--- src/rtl/fft_bfly_sched.sv ---
// Purpose: address/strobe sequencer for an in-place radix-2 DIF FFT over a shared sample RAM.
// Latency: first butterfly is issued 1 cycle after start is sampled; write strobes trail issues by MUL_LAT.
// Backpressure: i_hold freezes issue in RUN only; the write-back pipe always advances.
//
// Ports:
//   i_clk, i_rst (async, active-low), i_start, i_hold
//   o_busy, o_done, o_bf_valid, o_rd_addr_a/b, o_tw_idx
//   o_wr_en, o_wr_addr_a/b  (write-back for the butterfly issued MUL_LAT cycles earlier)
module fft_bfly_sched #(
    parameter int N       = 16,
    parameter int LOG2N   = 4,
    parameter int MUL_LAT = 1
) (
    input  logic             i_clk,
    input  logic             i_rst,
    input  logic             i_start,
    input  logic             i_hold,
    output logic             o_busy,
    output logic             o_done,
    output logic             o_bf_valid,
    output logic [LOG2N-1:0] o_rd_addr_a,
    output logic [LOG2N-1:0] o_rd_addr_b,
    output logic [LOG2N-2:0] o_tw_idx,
    output logic             o_wr_en,
    output logic [LOG2N-1:0] o_wr_addr_a,
    output logic [LOG2N-1:0] o_wr_addr_b
);
    localparam int KW = LOG2N - 1;
    localparam int SW = (LOG2N > 1) ? $clog2(LOG2N) : 1;
    localparam int DW = (MUL_LAT > 1) ? $clog2(MUL_LAT) : 1;

    localparam logic [2:0] S_IDLE  = 3'd0;
    localparam logic [2:0] S_RUN   = 3'd1;
    localparam logic [2:0] S_DRAIN = 3'd2;
    localparam logic [2:0] S_DONE  = 3'd3;

    localparam logic [KW-1:0] K_LAST  = KW'(N / 2 - 1);
    localparam logic [SW-1:0] ST_LAST = SW'(LOG2N - 1);
    localparam logic [DW-1:0] D_LAST  = DW'(MUL_LAT - 1);

    logic [2:0]       r_state;
    logic [SW-1:0]    r_stage;
    logic [KW-1:0]    r_k;
    logic [DW-1:0]    r_dcnt;

    logic [SW-1:0]    w_p;
    logic [LOG2N-1:0] w_span;
    logic [KW-1:0]    w_mask;
    logic [KW-1:0]    w_j;
    logic [KW-1:0]    w_hi;
    logic [KW-1:0]    w_tw;
    logic [LOG2N-1:0] w_a;
    logic [LOG2N-1:0] w_b;

    // span = 2^p with p = LOG2N-1-stage. The low p bits of k are j, the rest is
    // grp*span; doubling that part and re-inserting j gives grp*2*span + j.
    // This is a zero-bit insertion at position p, so no multiply or divide.
    always_comb begin
        w_p    = ST_LAST - r_stage;
        w_span = LOG2N'(1) << w_p;
        w_mask = w_span[KW-1:0] - KW'(1);
        w_j    = r_k & w_mask;
        w_hi   = r_k & ~w_mask;
        w_a    = {w_hi, 1'b0} | {1'b0, w_j};
        w_b    = w_a | w_span;
        // j < N>>(s+1), so j<<s < N/2 always fits the twiddle index width
        w_tw   = w_j << r_stage;
    end

    always_ff @(posedge i_clk or negedge i_rst) begin
        if (!i_rst) begin
            r_state     <= S_IDLE;
            r_stage     <= '0;
            r_k         <= '0;
            r_dcnt      <= '0;
            o_busy      <= 1'b0;
            o_done      <= 1'b0;
            o_bf_valid  <= 1'b0;
            o_rd_addr_a <= '0;
            o_rd_addr_b <= '0;
            o_tw_idx    <= '0;
        end else begin
            o_bf_valid <= 1'b0;
            o_done     <= (r_state == S_DONE);
            o_busy     <= (r_state == S_RUN) || (r_state == S_DRAIN);
            case (r_state)
                S_IDLE: begin
                    if (i_start) begin
                        r_state <= S_RUN;
                        r_stage <= '0;
                        r_k     <= '0;
                    end
                end
                S_RUN: begin
                    // On hold the address outputs keep their last issued value.
                    if (!i_hold) begin
                        o_bf_valid  <= 1'b1;
                        o_rd_addr_a <= w_a;
                        o_rd_addr_b <= w_b;
                        o_tw_idx    <= w_tw;
                        if (r_k == K_LAST) begin
                            r_state <= S_DRAIN;
                            r_k     <= '0;
                            r_dcnt  <= '0;
                        end else begin
                            r_k <= r_k + KW'(1);
                        end
                    end
                end
                S_DRAIN: begin
                    // Wait out the multiplier so the last write of this stage lands
                    // before the next stage's first read of that location.
                    if (r_dcnt == D_LAST) begin
                        if (r_stage == ST_LAST) begin
                            r_state <= S_DONE;
                        end else begin
                            r_state <= S_RUN;
                            r_stage <= r_stage + SW'(1);
                            r_k     <= '0;
                        end
                    end else begin
                        r_dcnt <= r_dcnt + DW'(1);
                    end
                end
                S_DONE: begin
                    r_state <= S_IDLE;
                end
                default: begin
                    r_state <= S_IDLE;
                end
            endcase
        end
    end

    // Write-back delay line: advances every cycle regardless of state or hold,
    // so every issued butterfly retires exactly MUL_LAT cycles later.
    logic [MUL_LAT-1:0] r_wv;
    logic [LOG2N-1:0]   r_wa [MUL_LAT];
    logic [LOG2N-1:0]   r_wb [MUL_LAT];

    always_ff @(posedge i_clk or negedge i_rst) begin
        if (!i_rst) begin
            r_wv <= '0;
            for (int i = 0; i < MUL_LAT; i++) begin
                r_wa[i] <= '0;
                r_wb[i] <= '0;
            end
        end else begin
            r_wv[0] <= o_bf_valid;
            r_wa[0] <= o_rd_addr_a;
            r_wb[0] <= o_rd_addr_b;
            for (int i = 1; i < MUL_LAT; i++) begin
                r_wv[i] <= r_wv[i-1];
                r_wa[i] <= r_wa[i-1];
                r_wb[i] <= r_wb[i-1];
            end
        end
    end

    assign o_wr_en     = r_wv[MUL_LAT-1];
    assign o_wr_addr_a = r_wa[MUL_LAT-1];
    assign o_wr_addr_b = r_wb[MUL_LAT-1];

endmodule
--- config.mk ---
export PLATFORM = sky130hd
export DESIGN_NAME = fft_bfly_sched
export DESIGN_NICKNAME = d
export VERILOG_FILES = /design/src/rtl/fft_bfly_sched.sv
export SDC_FILE = /design/constraint.sdc
export NUM_CORES = 1
export LEC_CHECK = 0
export CELL_PAD_IN_SITES_DETAIL_PLACEMENT = 2
export CELL_PAD_IN_SITES_GLOBAL_PLACEMENT = 2
export CORE_ASPECT_RATIO = 1.25
export CORE_MARGIN = 5
export CORE_UTILIZATION = 32
export CTS_CLUSTER_DIAMETER = 100
export CTS_CLUSTER_SIZE = 10
export DETAILED_ROUTE_END_ITERATION = 7
export PLACE_DENSITY = 0.82
export SYNTH_ARGS = -nofsm -noshare
export SYNTH_HDL_FRONTEND = slang
export SYNTH_SLANG_ARGS = --single-unit
--- constraint.sdc ---
create_clock -name i_clk -period 2.2 [get_ports i_clk]
set_clock_uncertainty 0.2 [all_clocks]
set_input_delay 0.44 -clock i_clk [delete_from_list [all_inputs] [get_ports i_clk]]
set_output_delay 0.44 -clock i_clk [all_outputs]
set_load 0.05 [all_outputs]
==> results.toml, run 1 <==
[run_status]
outcome = "finished clean"

[finish]
n_antenna_cell = 0
nets = 171
drive_gt1_share_pct = 11.5
fin_cells = 213
syn_to_final_growth_pct = 29.1
fin_area_sq_mm = 0.00177

[placed_design]
io_buffers = 26
gp_congestion = 0.781
dpl_cell_area_sq_mm = 0.00169
dp_cells = 206
place_ws_ns = 0.0796
dp_hpwl_microns = 2680

[logic_synthesis]
synth_edf_count = 0
yosysTopAreaCellShare_pct = 54.7
ys_seq_area_share_pct = 54.7
synth_flop_cell = "dfrtp_1"
ys_ff_latch = 30
synth_warnings = 0
yosysTopAreaCell = "dfrtp_1"
yosys-top-cells-area = "dfrtp_1 (55%), ha_1 (9.1%), nand2_1 (3.8%)"
synth.avg_cell_area_sq_um = 11.0
postSynthCellCount = 125
syn_area_sq_mm = 0.00137
async_flop_share_pct = 100
synth_nets = 139
ys_types = 33
synth.most_common_cell = "dfrtp_1"
synth_common_cells = "dfrtp_1 (30), nand2_1 (14), ha_1 (10)"

[worst_setup_path]
reg2reg_depth = 4
cp_max_fo = 3
critPathRequiredTime_ns = 1.56
slowest_stage = "clkdlybuf4s50_1"
worst-setup-path-type = "flop to primary output"
reg2reg_from = "r_stage[0]$_DFFE_PN0P_"
r2r_slack_ns = 0.17
worstPathCellList = "clkdlybuf4s50_1"
startpoint_type = "flop"
cp_slowest_stage_delay_ns = 0.83
critical-path-top-delay-family = "buffers and inverters"
endpoint_kind = "primary output"
path_buf_inv = 1
cp.depth = 1
r2r-end = "o_tw_idx[1]$_DFFE_PN0P_"
worstPathArrival_ns = 1.48

[drt]
detail-route-antenna-nets = 0
first_pass_iters = 4
drc = 0
drt_iter0_drc = 34
dr_total_vias = 1050
vias_per_cell = 4.93
wl_microns = 3550
wl_per_cell_microns = 16.7

[clock_tree]
insertion_delay_ns = 0.28
cts_tree = "built"
cts_hold_buf = 0
ctsRootBufferMaster = "clkbuf_8"
clockBufferDepth = 2
cts.repair.resized = 0
clk_pin_slew_ns = 0.06
postCtsSetupRepairBufs = 0
htree_levels = 2
cts_sinks = 30
numCtsBuffers = 5

[worst_hold_path]
hold_end = "o_wr_en$_DFF_PN0_"
min_from = "o_bf_valid$_DFF_PN0_"
whs_path_depth = 0
hp-class = "flop to flop"

[global_route]
use_met1_pct = 14.5
antenna_found_initial = 0
met3_usage_pct = 4.86
met2_usage_pct = 26.2
grt_pass1_vias = 1207
grt_pass1_wl_microns = 6060
grt_usage_pct = 14.3
busiest_layer = "met2"
grt_max_degree = 31
grt-ovfl-total = 0

[sta]
clock.fmax_mhz = 472
rsz0062_at_grt = "no"
slew-limit-headroom_pct = 65.1
worst_slew_pin_slew_ns = 0.522
post-route-period-util_pct = 96.3
fin_tns_setup_ns = 0
worst_slack_ns = 0.0804
slew_violations = 0
hold_viol = 0
period_needed_ns = 2.12
setup_viol = 0

[floorplanning]
die_x_microns = 68.6
dieArea_sq_mm = 0.00570
initial_utilization_pct = 33.2
die_h_microns = 83.2
row_count = 26
ioPinCount = 27
core_sq_mm = 0.00413

[job]
drv_cap = 0

[pwr]
pwr_density_cell_mw_per_mm2 = 1600
p_leak_nw = 0.803
peakVddDrop_uv = 470
[state kept, by name (all words and copies together) (netlist names), 2 cells and up]
register / cells
r_state: 2
o_tw_idx: 3
r_stage: 2
o_wr_addr_a: 4
o_wr_addr_b: 4
r_k: 3
o_rd_addr_a: 4
o_rd_addr_b: 4
[worst register-to-register path: cells and delay by family, from the launching register on]
family / cells / cell delay (ns)
AND/OR/NAND/NOR: 1 / 0.58
flip-flops: 1 / 0.49
adder cells (fa/ha/maj): 1 / 0.43
AO/OA/AOI/OAI: 2 / 0.27
[metrics by stage]
step,hold WS [ns],util (%),total power [mW]
3_5_place_dp,0.175,40.9,2.45
2_1_floorplan,-0.0556,-,1.93
5_1_grt,0.206,42.9,3.02
6_report,0.184,42.9,2.83
4_1_cts,0.189,42.9,2.88
3_3_place_gp,0.165,40.9,2.37
[logic make-up after synthesis]
logic type	count (synthesis)	synth area share, %
compound gates	32	16.2
xor+xnor	1	0.639
fa+ha+maj	10	9.12
buf+inv	14	5.47
flops	30	54.7
mux	1	0.821
simple gates	37	13.0
[power breakdown]
part | total, mW | internal [mW] | switching (mW)
clock network | 0.411 | 0.212 | 0.200
registers | 0.910 | 0.752 | 0.157
logic | 1.51 | 0.523 | 0.986
[worst max path at each step]
| stage | start | to |
|---|---|---|
| 2_1_floorplan | r_stage[0]$_DFFE_PN0P_ | o_tw_idx[1]$_DFFE_PN0P_ |
| 3_3_place_gp | i_start | r_state[0]$_DFFE_PN0P_ |
| 3_5_place_dp | i_start | r_state[0]$_DFFE_PN0P_ |
| 4_1_cts | o_rd_addr_a[1]$_DFFE_PN0P_ | o_rd_addr_a[1] |
| 5_1_grt | o_rd_addr_b[0]$_DFFE_PN0P_ | o_rd_addr_b[0] |
| 6_report | o_rd_addr_a[1]$_DFFE_PN0P_ | o_rd_addr_a[1] |
[per-layer routing]
layer,wire length (microns),part of all wire [%]
met4,45,1.3
met2,1990,56
met1,1280,36
met5,0,0
met3,230,6.5
[cell usage in the layout (no fill, tap or decap), types with 2 or more instances in the layout]
master and instances:
a21oi_1 6, a22o_1 3, o21ai_0 8, clkbuf_8 5, buf_4 6, nand2b_1 4
dfrtp_1 30, nand2_1 14, nand3_1 4, or2_2 2, o311ai_1 2, nor2_1 8
clkdlybuf4s50_1 25, inv_1 7, a21o_1 2, clkinv_2 2, ha_1 10, a2111oi_0 2
o211ai_1 2
[final cells by class]
type	count	area [sq um]
fillers	437	2360
flip-flops and latches	30	751
multi-input cells	81	546
repair buffers	31	295
well taps	56	70.1
clock buffers	5	68.8
inverters	8	30.0
clock inverters	2	10.0
Power figures use the tool's default switching activity.
==> run 2, diff against run 1 <==
--- a/config.mk
+++ b/config.mk
@@ -17,3 +17,4 @@
 export SYNTH_ARGS = -nofsm -noshare
 export SYNTH_HDL_FRONTEND = slang
 export SYNTH_SLANG_ARGS = --single-unit
+export TNS_END_PERCENT = 5
==> results of run 2 <==
No change in the layout: final DEF, timing and power equal those of run 1.
